==> config.mk <==
export PLATFORM = sky130hd
export DESIGN_NAME = driver_controller
export DESIGN_NICKNAME = d
export VERILOG_FILES = /design/src/rtl/spirose_pkg.sv /design/src/rtl/driver_controller_lat_gen.sv /design/src/rtl/driver_controller.sv
export SDC_FILE = /design/constraint.sdc
export NUM_CORES = 1
export LEC_CHECK = 0
export CORE_AREA = 4 4 101 65
export CTS_CLUSTER_DIAMETER = 30
export CTS_CLUSTER_SIZE = 8
export DETAILED_ROUTE_END_ITERATION = 16
export DIE_AREA = 0 0 105 69
export GPL_TIMING_DRIVEN = 0
export PLACE_DENSITY = 0.88
export SLEW_MARGIN = 0
export SYNTH_ARGS = -nofsm -noshare
export SYNTH_HDL_FRONTEND = slang
export SYNTH_SLANG_ARGS = --single-unit
==> constraint.sdc <==
create_clock -name clk_33 -period 2.35 [get_ports clk_33]
set_input_delay 0.47 -clock clk_33 [delete_from_list [all_inputs] [get_ports clk_33]]
set_output_delay 0.47 -clock clk_33 [all_outputs]
set_load 0.01 [all_outputs]
==> src/rtl/spirose_pkg.sv <==
// Shared constants and types for the LED driver chain and the framebuffer.
// The framebuffer imports the same geometry so both sides agree on slice layout.
package spirose_pkg;

  localparam int unsigned LED_PER_DRIVER = 16;
  localparam int unsigned COLOURS        = 3;
  localparam int unsigned WORD_BITS      = LED_PER_DRIVER * COLOURS;
  localparam int unsigned POKER_MODE     = 9;
  localparam int unsigned MULTIPLEXING   = 8;

  // Latch-line widths at the end of a word: write-GS vs latch-GS command
  localparam int unsigned WRTGS_BITS = 1;
  localparam int unsigned LATGS_BITS = 3;

  typedef enum logic [1:0] {
    IDLE   = 2'd0,
    WAIT   = 2'd1,
    STREAM = 2'd2
  } drv_state_t;

  // Counter width for 0..n-1, never narrower than one bit
  function automatic int unsigned clog2_min1(input int unsigned n);
    return (n < 2) ? 1 : $clog2(n);
  endfunction

endpackage

==> src/rtl/driver_controller_lat_gen.sv <==
// Latch-command decoder: drives the latch line for the tail bits of each word.
// One bit (WRTGS) on ordinary planes, three bits (LATGS) on the final plane.
module lat_gen #(
  parameter int unsigned WORD_BITS  = spirose_pkg::WORD_BITS,
  parameter int unsigned POKER_MODE = spirose_pkg::POKER_MODE,
  parameter int unsigned BIT_W      = spirose_pkg::clog2_min1(WORD_BITS),
  parameter int unsigned PLANE_W    = spirose_pkg::clog2_min1(POKER_MODE)
) (
  input  logic [BIT_W-1:0]   bit_cnt,
  input  logic [PLANE_W-1:0] plane_cnt,
  output logic               lat_c
);
  import spirose_pkg::*;

  localparam logic [BIT_W-1:0] WRTGS_FIRST = BIT_W'(WORD_BITS - WRTGS_BITS);
  localparam logic [BIT_W-1:0] LATGS_FIRST = BIT_W'(WORD_BITS - LATGS_BITS);

  always_comb begin
    lat_c = 1'b0;
    if (plane_cnt == '0) begin
      lat_c = (bit_cnt >= LATGS_FIRST);
    end else begin
      lat_c = (bit_cnt >= WRTGS_FIRST);
    end
  end

endmodule

==> src/rtl/driver_controller.sv <==
// Streams one slice of framebuffer bits to the LED driver chains, generating
// latch commands and stepping the column transistors between columns.
module driver_controller #(
  parameter int unsigned NB_DRIVERS   = 30,
  parameter int unsigned POKER_MODE   = spirose_pkg::POKER_MODE,
  parameter int unsigned MULTIPLEXING = spirose_pkg::MULTIPLEXING,
  parameter int unsigned WORD_BITS    = spirose_pkg::WORD_BITS,
  parameter int unsigned SYNC_TO_DATA = 79
) (
  input  logic                    clk_33,
  input  logic                    nrst,
  input  logic [NB_DRIVERS-1:0]   data,
  input  logic                    sync,
  output logic [NB_DRIVERS-1:0]   drv_sin,
  output logic                    drv_sclk_en,
  output logic                    drv_lat,
  output logic [MULTIPLEXING-1:0] col_sel,
  output logic                    busy,
  output logic                    err
);
  import spirose_pkg::*;

  localparam int unsigned BIT_W   = clog2_min1(WORD_BITS);
  localparam int unsigned PLANE_W = clog2_min1(POKER_MODE);
  localparam int unsigned COL_W   = clog2_min1(MULTIPLEXING);
  localparam int unsigned DLY_W   = clog2_min1(SYNC_TO_DATA);

  localparam logic [BIT_W-1:0]   BIT_LAST  = BIT_W'(WORD_BITS - 1);
  localparam logic [PLANE_W-1:0] PLANE_TOP = PLANE_W'(POKER_MODE - 1);
  localparam logic [COL_W-1:0]   COL_LAST  = COL_W'(MULTIPLEXING - 1);
  localparam logic [DLY_W-1:0]   DLY_LOAD  = DLY_W'(SYNC_TO_DATA - 1);

  drv_state_t state, next_state;

  logic [BIT_W-1:0]   bit_cnt;
  logic [PLANE_W-1:0] plane_cnt;
  logic [COL_W-1:0]   col_cnt;
  logic [DLY_W-1:0]   dly_cnt;
  logic               col_done;

  logic start_c, abort_c, capture_c;
  logic word_end_c, plane_end_c, slice_end_c;
  logic lat_c;

  lat_gen #(
    .WORD_BITS  (WORD_BITS),
    .POKER_MODE (POKER_MODE),
    .BIT_W      (BIT_W),
    .PLANE_W    (PLANE_W)
  ) u_lat_gen (
    .bit_cnt   (bit_cnt),
    .plane_cnt (plane_cnt),
    .lat_c     (lat_c)
  );

  // State register
  always_ff @(posedge clk_33) begin
    if (!nrst) begin
      state <= IDLE;
    end else begin
      state <= next_state;
    end
  end

  // Next state and per-cycle control; a sync on the final bit chains slices
  always_comb begin
    next_state  = state;
    start_c     = 1'b0;
    abort_c     = 1'b0;
    capture_c   = 1'b0;
    word_end_c  = (bit_cnt == BIT_LAST);
    plane_end_c = word_end_c && (plane_cnt == '0);
    slice_end_c = plane_end_c && (col_cnt == COL_LAST);
    unique case (state)
      IDLE: begin
        if (sync) begin
          next_state = WAIT;
          start_c    = 1'b1;
        end
      end
      WAIT: begin
        if (sync) begin
          abort_c = 1'b1;
          start_c = 1'b1;
        end else if (dly_cnt <= DLY_W'(1)) begin
          next_state = STREAM;
        end
      end
      STREAM: begin
        if (sync && !slice_end_c) begin
          next_state = WAIT;
          abort_c    = 1'b1;
          start_c    = 1'b1;
        end else begin
          capture_c = 1'b1;
          if (slice_end_c) begin
            next_state = sync ? WAIT : IDLE;
            start_c    = sync;
          end
        end
      end
      default: next_state = IDLE;
    endcase
  end

  // Delay, bit, plane and column counters
  always_ff @(posedge clk_33) begin
    if (!nrst) begin
      dly_cnt   <= '0;
      bit_cnt   <= '0;
      plane_cnt <= PLANE_TOP;
      col_cnt   <= '0;
    end else begin
      if (start_c) begin
        dly_cnt <= DLY_LOAD;
      end else if (state == WAIT && dly_cnt != '0) begin
        dly_cnt <= dly_cnt - DLY_W'(1);
      end

      if (abort_c) begin
        bit_cnt   <= '0;
        plane_cnt <= PLANE_TOP;
        col_cnt   <= '0;
      end else if (capture_c) begin
        if (word_end_c) begin
          bit_cnt <= '0;
          if (plane_cnt == '0) begin
            plane_cnt <= PLANE_TOP;
            col_cnt   <= (col_cnt == COL_LAST) ? '0 : col_cnt + COL_W'(1);
          end else begin
            plane_cnt <= plane_cnt - PLANE_W'(1);
          end
        end else begin
          bit_cnt <= bit_cnt + BIT_W'(1);
        end
      end
    end
  end

  // Serial datapath and column select; col_sel steps once the LATGS tail has left drv_sin
  always_ff @(posedge clk_33) begin
    if (!nrst) begin
      drv_sin     <= '0;
      drv_sclk_en <= 1'b0;
      drv_lat     <= 1'b0;
      col_done    <= 1'b0;
      col_sel     <= MULTIPLEXING'(1);
      busy        <= 1'b0;
      err         <= 1'b0;
    end else begin
      drv_sin     <= capture_c ? data : '0;
      drv_sclk_en <= capture_c;
      drv_lat     <= capture_c && lat_c;
      col_done    <= capture_c && plane_end_c;
      busy        <= (next_state != IDLE) || (state == STREAM);
      err         <= abort_c;
      if (col_done) begin
        col_sel <= (col_sel << 1) | (col_sel >> (MULTIPLEXING - 1));
      end
    end
  end

endmodule

### After elaboration in Yosys (flattened, before gate mapping)

Index checks and enable logic that the tools add are counted.

| storage, ports and cells | value |
|---|---|
| register bits | 65 |
| word-level logic and storage cells | 66 |

| cells by class | value |
|---|---|
| add/subtract/negate cells | 4 |
| $lt $le $gt $ge | 3 |
| eq/ne operators | 4 |
| mux-type cells | 21 |
| bitwise gates (word level) | 2 |
| reduce and logical (&&, ||, !) cells | 19 |

Operators by type and width:

| operator | count |
|---|---|
| 2-to-1 mux 7 bit | 2 |
| >= comparator 6 bit (second input constant) | 2 |
| 2-to-1 mux 2 bit | 5 |
| 2-to-1 mux 1 bit | 8 |
| OR 8 x 1 -> 8 bit | 1 |
| <= comparator 7 x 1 -> 1 bit (second input constant) | 1 |
| nonzero test 7 bit | 1 |
| subtractor 7 x 1 -> 7 bit (second input constant) | 1 |
| adder 6 x 1 -> 6 bit (second input constant) | 1 |
| == test 6 bit (second input constant) | 1 |
| logical AND 1 bit | 6 |
| 2-to-1 mux 6 bit | 1 |
| case mux 2 bit (3 select lines) | 1 |
| OR reduction 2 bit | 3 |
| logical NOT 4 bit | 1 |
| 2-to-1 mux 4 bit | 1 |
| case mux 1 bit (2 select lines) | 2 |
| AND reduction 2 bit | 2 |
| nonzero test 2 bit | 2 |
| subtractor 4 x 1 -> 4 bit (second input constant) | 1 |
| adder 3 x 1 -> 3 bit (second input constant) | 1 |
| == test 3 bit (second input constant) | 1 |
| 2-to-1 mux 3 bit | 1 |
| AND reduction 3 bit | 1 |
| other kinds (6) | 6 |

### Longest topological paths before layout

| logic depth | value |
|---|---|
| depth after elaboration | 9 |
| gate-level depth with buffers | 8 |

### Hierarchy

From an unflattened synthesis, not the netlist that was laid out.

| unflattened totals | value |
|---|---|
| cell total of the unflattened synthesis | 262 |
| area, all modules | 2622.5 sq um |

By module, submodules not included:

| module | times used | cells each | area an instance (sq um) | seq. area each (sq um) |
|---|---|---|---|---|
| driver_controller | 1 | 256 | 2580.0 | 1301.2 |
| lat_gen | 1 | 6 | 42.5 | 0.0 |

### Worst setup path before layout

No wires, ideal clock.

| path | value |
|---|---|
| kind | reg2reg |
| start point | reg state[1] |
| end point | reg dly_cnt[5] |
| arrival | 1.912 ns |
| path slack | 0.323 ns |
| cell stages (with the launch flop) | 8 |
| buffers on the path | 1 |
| cell sequence | dfxtp_1 -> inv_1 -> ha_1 -> clkbuf_1 -> or4b_1 -> a2111oi_0 -> xnor2_1 -> nor2_1 |

| between the ends | value |
|---|---|
| cells in the longest elaborated chain, start to end | 4 |
| elaborated cells between the ends (all ways) | 7 |
| those cells by class | 2 x eq/ne; 1 x mux; 4 x reduce/logical |

Ends and longest elaborated chain:

| element | line | text |
|---|---|---|
| start, declared | driver_controller.sv:33 | `drv_state_t state, next_state;` |
| start signal, assigned | driver_controller.sv:61 | `state <= next_state;` |
| == test 2 x 1 -> 1 bit or logical NOT 2 bit (tied branches) | driver_controller.sv:74, driver_controller.sv:116 |  |
| OR reduction 2 bit (no source line) | n/a |  |
| case mux 1 bit (2 select lines) | driver_controller.sv:74 | `unique case (state)` |
| OR reduction 2 bit (no source line) | n/a |  |
| end signal, assigned | driver_controller.sv:117 | `dly_cnt <= dly_cnt - DLY_W'(1);` |
| end, declared | driver_controller.sv:38 | `logic [DLY_W-1:0] dly_cnt;` |

Parallel ways exist; a longest one is shown, timed or not.
A chain may end at the register's enable or synchronous reset.

### Worst setup path in the final report

Ends and elaborated chain as after synthesis.

==> out/qor.yml <==
status: "completed"
clock_latency_ps: 340
p_switching_uw: 564.5
rsz0062_at_grt: "false"
r2r_start: "state[1]"
antenna_left: 0
synthSimpleGateAreaFrac_pct: 23.81
htree_num_levels: 3
synth_xor_area_share_pct: 1.016
synth_seq_cells: 65
dp.cells: 410
place_area_sq_mm: 0.003402
required_ps: 2580
multi_input_area_sq_mm: 0.001204
pwr-share-clk_pct: 42.2
fin_crit_ps: 2183
hp-start: "col_cnt[2]"
syn_inst: 268
swShare_pct: 24.29
worstMarginPinSlew_ps: 556.8
pwr-share-comb_pct: 8.6
cts_setup_buffers: 0
root_buffer: "clkbuf_8"
fin_area_sq_mm: 0.003612
pwr-share-seq_pct: 49.2
timing.rr.end: "dly_cnt[5]"
fin_skew_ps: 11.43
tritoncts: "done"
grt_max_degree: 14
grt_pass1_wl_mm: 10.14
p_leak_nw: 1.339
cts.clk_slew.worst_paths_ps: 70
port_buffers: 73
drt_first_pass_iters: 4
vias: 2226
die_x_microns: 105
crit_type: "reg -> reg"
core_area_sq_mm: 0.005518
drive_above_1_share_pct: 8.169
syn_avg_cell_area_sq_um: 9.645
ys_seq_area_share_pct: 50.34
via_per_inst: 5.250
p_int_mw: 1.759
synth.area.mux_share_pct: 3.533
syn_to_final_growth_pct: 39.74
layout_commonest_cell: "clkdlybuf4s50_1"
dp_slack_ps: 33.73
critPathMaxStageDelay_ps: 530
min_path_type: "reg -> reg"
first_iter_violations: 129
endpoint_kind: "flip-flop"
avgRoutedWirePerCell_microns: 14.42
grt_pass1_vias: 2112
drv_cap: 0
hpwlAfterDp_mm: 4.525
timing.hold.ws_ps: 491.9
drv_slew: 0
placementRows: 21
nFillCells: 422
grt_usage_pct: 17.46
die_h_microns: 69
drc: 0
fin_ws_ps: 166.6
synth.distinct_cells: 46
nets: 394
ctsHoldBuffers: 0
antenna_found_initial: 0
startpoint_type: "flip-flop"
timing.slew.headroom_pct: 62.54
slowest_stage: "or4b_1"
worstPathCellList: "inv_1 > ha_1 > or4b_1 > a2111oi_1 > xnor2_1 > nor2_1"
ys_warn_count: 0
ff2ff_path_depth: 6
netlist_area_sq_mm: 0.002585
fin_crit_sh_pct: 92.91
wl_mm: 6.112
synthAdderAreaFrac_pct: 5.324
dieArea_sq_mm: 0.007245
min_path_cells: 2
cts_buffer_depth: 2
syn_nets: 312
synth_compound_area_share_pct: 12.54
fin_total_pwr_mw: 2.324
antenna_cells: 0
irDropWorstVdd_mv: 0.4125
grt_overflow: 0
final-seq-area_sq_mm: 0.001301
synth_top_family_by_area: "simple AND/OR/NAND/NOR gates"
cts_sinks: 65
holdPathEnd: "col_cnt[2]"
hold_viol_final: 0
final_cells: 424
worstPathArrival_ps: 2410
ioPinCount: 75
max_freq_mhz: 458.0
cts_made_buffers: 9
initial_core_util_pct: 46.85
setup_viol: 0
powerDensity_mw_per_mm2: 643.3
r2r_setup_slack_ps: 170
path_max_fanout: 9
final_cell_mix: "clkdlybuf4s50_1, dfxtp_1, and2_1"
final_util_pct: 65.46
fin_tns_setup_ps: 0
place.gp.congestion: 0.8496
flip-flops by register name (all words and copies together), names as in the netlist:
| register | cells |
|---|---|
| plane_cnt | 4 |
| drv_sclk_en | 1 |
| err | 1 |
| col_done | 1 |
| drv_lat | 1 |
| col_cnt | 3 |
| col_sel | 8 |
| busy | 1 |
| bit_cnt | 6 |
| drv_sin | 30 |
| state | 2 |
| dly_cnt | 7 |
power by group through the flow:
| stage | Combinational, mW | Sequential, mW | Clock, mW |
|---|---|---|---|
| 6_report | 0.201 | 1.14 | 0.980 |
| 5_1_grt | 0.222 | 1.15 | 1.05 |
| 4_1_cts | 0.200 | 1.14 | 1.00 |
| 3_5_place_dp | 0.197 | 1.17 | 0 |
| 3_3_place_gp | 0.192 | 1.17 | 0 |
| 2_1_floorplan | 0.107 | 1.17 | 0 |
worst max-delay path, delay by kind of cell (launching register included):
kind	cells	cell delay, ps
AND/OR/NAND/NOR	2	580
AO/OA/AOI/OAI	1	500
flip-flops	1	360
adder cells (fa/ha/maj)	1	340
XOR/XNOR	1	180
buffers and inverters	1	120
worst max path at each step:
| stage | startpoint | end | cells past startpoint |
|---|---|---|---|
| after floorplan | state[1] | dly_cnt[5] | 7 |
| after global placement | state[1] | dly_cnt[5] | 7 |
| after detailed placement | state[1] | dly_cnt[5] | 7 |
| after CTS | state[1] | dly_cnt[5] | 7 |
| after global routing | plane_cnt[3] | drv_sin[6] | 5 |
| final | state[1] | dly_cnt[5] | 6 |
synthesized netlist by cell type (all sizes together):
| cell type | instances | share of area [%] |
|---|---|---|
| nand3b | 1 | 0.29 |
| o211a | 1 | 0.39 |
| buf | 4 | 0.82 |
| nand3 | 8 | 1.5 |
| and2 | 30 | 7.3 |
| a311oi | 1 | 0.34 |
| or3b | 1 | 0.34 |
| o32a | 1 | 0.39 |
| a21oi | 18 | 3.6 |
| nor3b | 2 | 0.58 |
| mux2i | 8 | 3.1 |
| a21o | 1 | 0.29 |
| nor4 | 5 | 1.5 |
| and3 | 1 | 0.24 |
| nor3 | 7 | 1.4 |
| nand2b | 4 | 0.97 |
| mux2 | 1 | 0.44 |
| or4b | 1 | 0.39 |
| o211ai | 1 | 0.29 |
| or3 | 2 | 0.48 |
| a41oi | 1 | 0.34 |
| inv | 12 | 1.7 |
| clkbuf | 6 | 0.87 |
| or2 | 3 | 0.73 |
| o41ai | 3 | 1.0 |
| dfxtp | 65 | 50 |
| nand4 | 3 | 0.73 |
| a2111oi | 1 | 0.34 |
| o31ai | 5 | 1.5 |
| nand2 | 10 | 1.5 |
| o21ai | 10 | 1.9 |
| or4 | 8 | 2.6 |
| nor2 | 20 | 2.9 |
| a211oi | 4 | 1.2 |
| xnor2 | 3 | 1.0 |
| o21ba | 1 | 0.39 |
| a22oi | 1 | 0.29 |
| o21a | 1 | 0.29 |
| ha | 11 | 5.3 |
| nor2b | 2 | 0.48 |
cells by family (layout without fill, tap and decap cells):
group           Yosys count  after routing
compound gates           50             50
flops                    65             65
buf+inv                  22            109
simple gates            108            108
xor+xnor                  3              3
mux                       9              9
fa+ha+maj                11             11
repair_timing:
item                                   in CTS  in global routing
resized for setup                           1                  1
setup endpoints to repair                   1                 31
endpoints found under the hold margin       0                  0
metal layers:
layer / wire length (microns) / vias to the layer above / GRT usage (%)
met2: 2648 / 89 / 25.30
met5: 0 / - / 0
li1: - / 1103 / -
met4: 40 / 0 / 4.803
met1: 2615 / 1030 / 21.05
met3: 809 / 4 / 11.75
layout make-up:
type	instances	area share [%]
well taps	69	2.390
repair buffers	73	20.23
flip-flops and latches	65	36.02
inverters	12	1.247
multi-input cells	181	33.32
plain buffers	8	1.005
clock inverters	6	1.974
clock buffers	10	3.810
(Power assumes the default switching activity.)
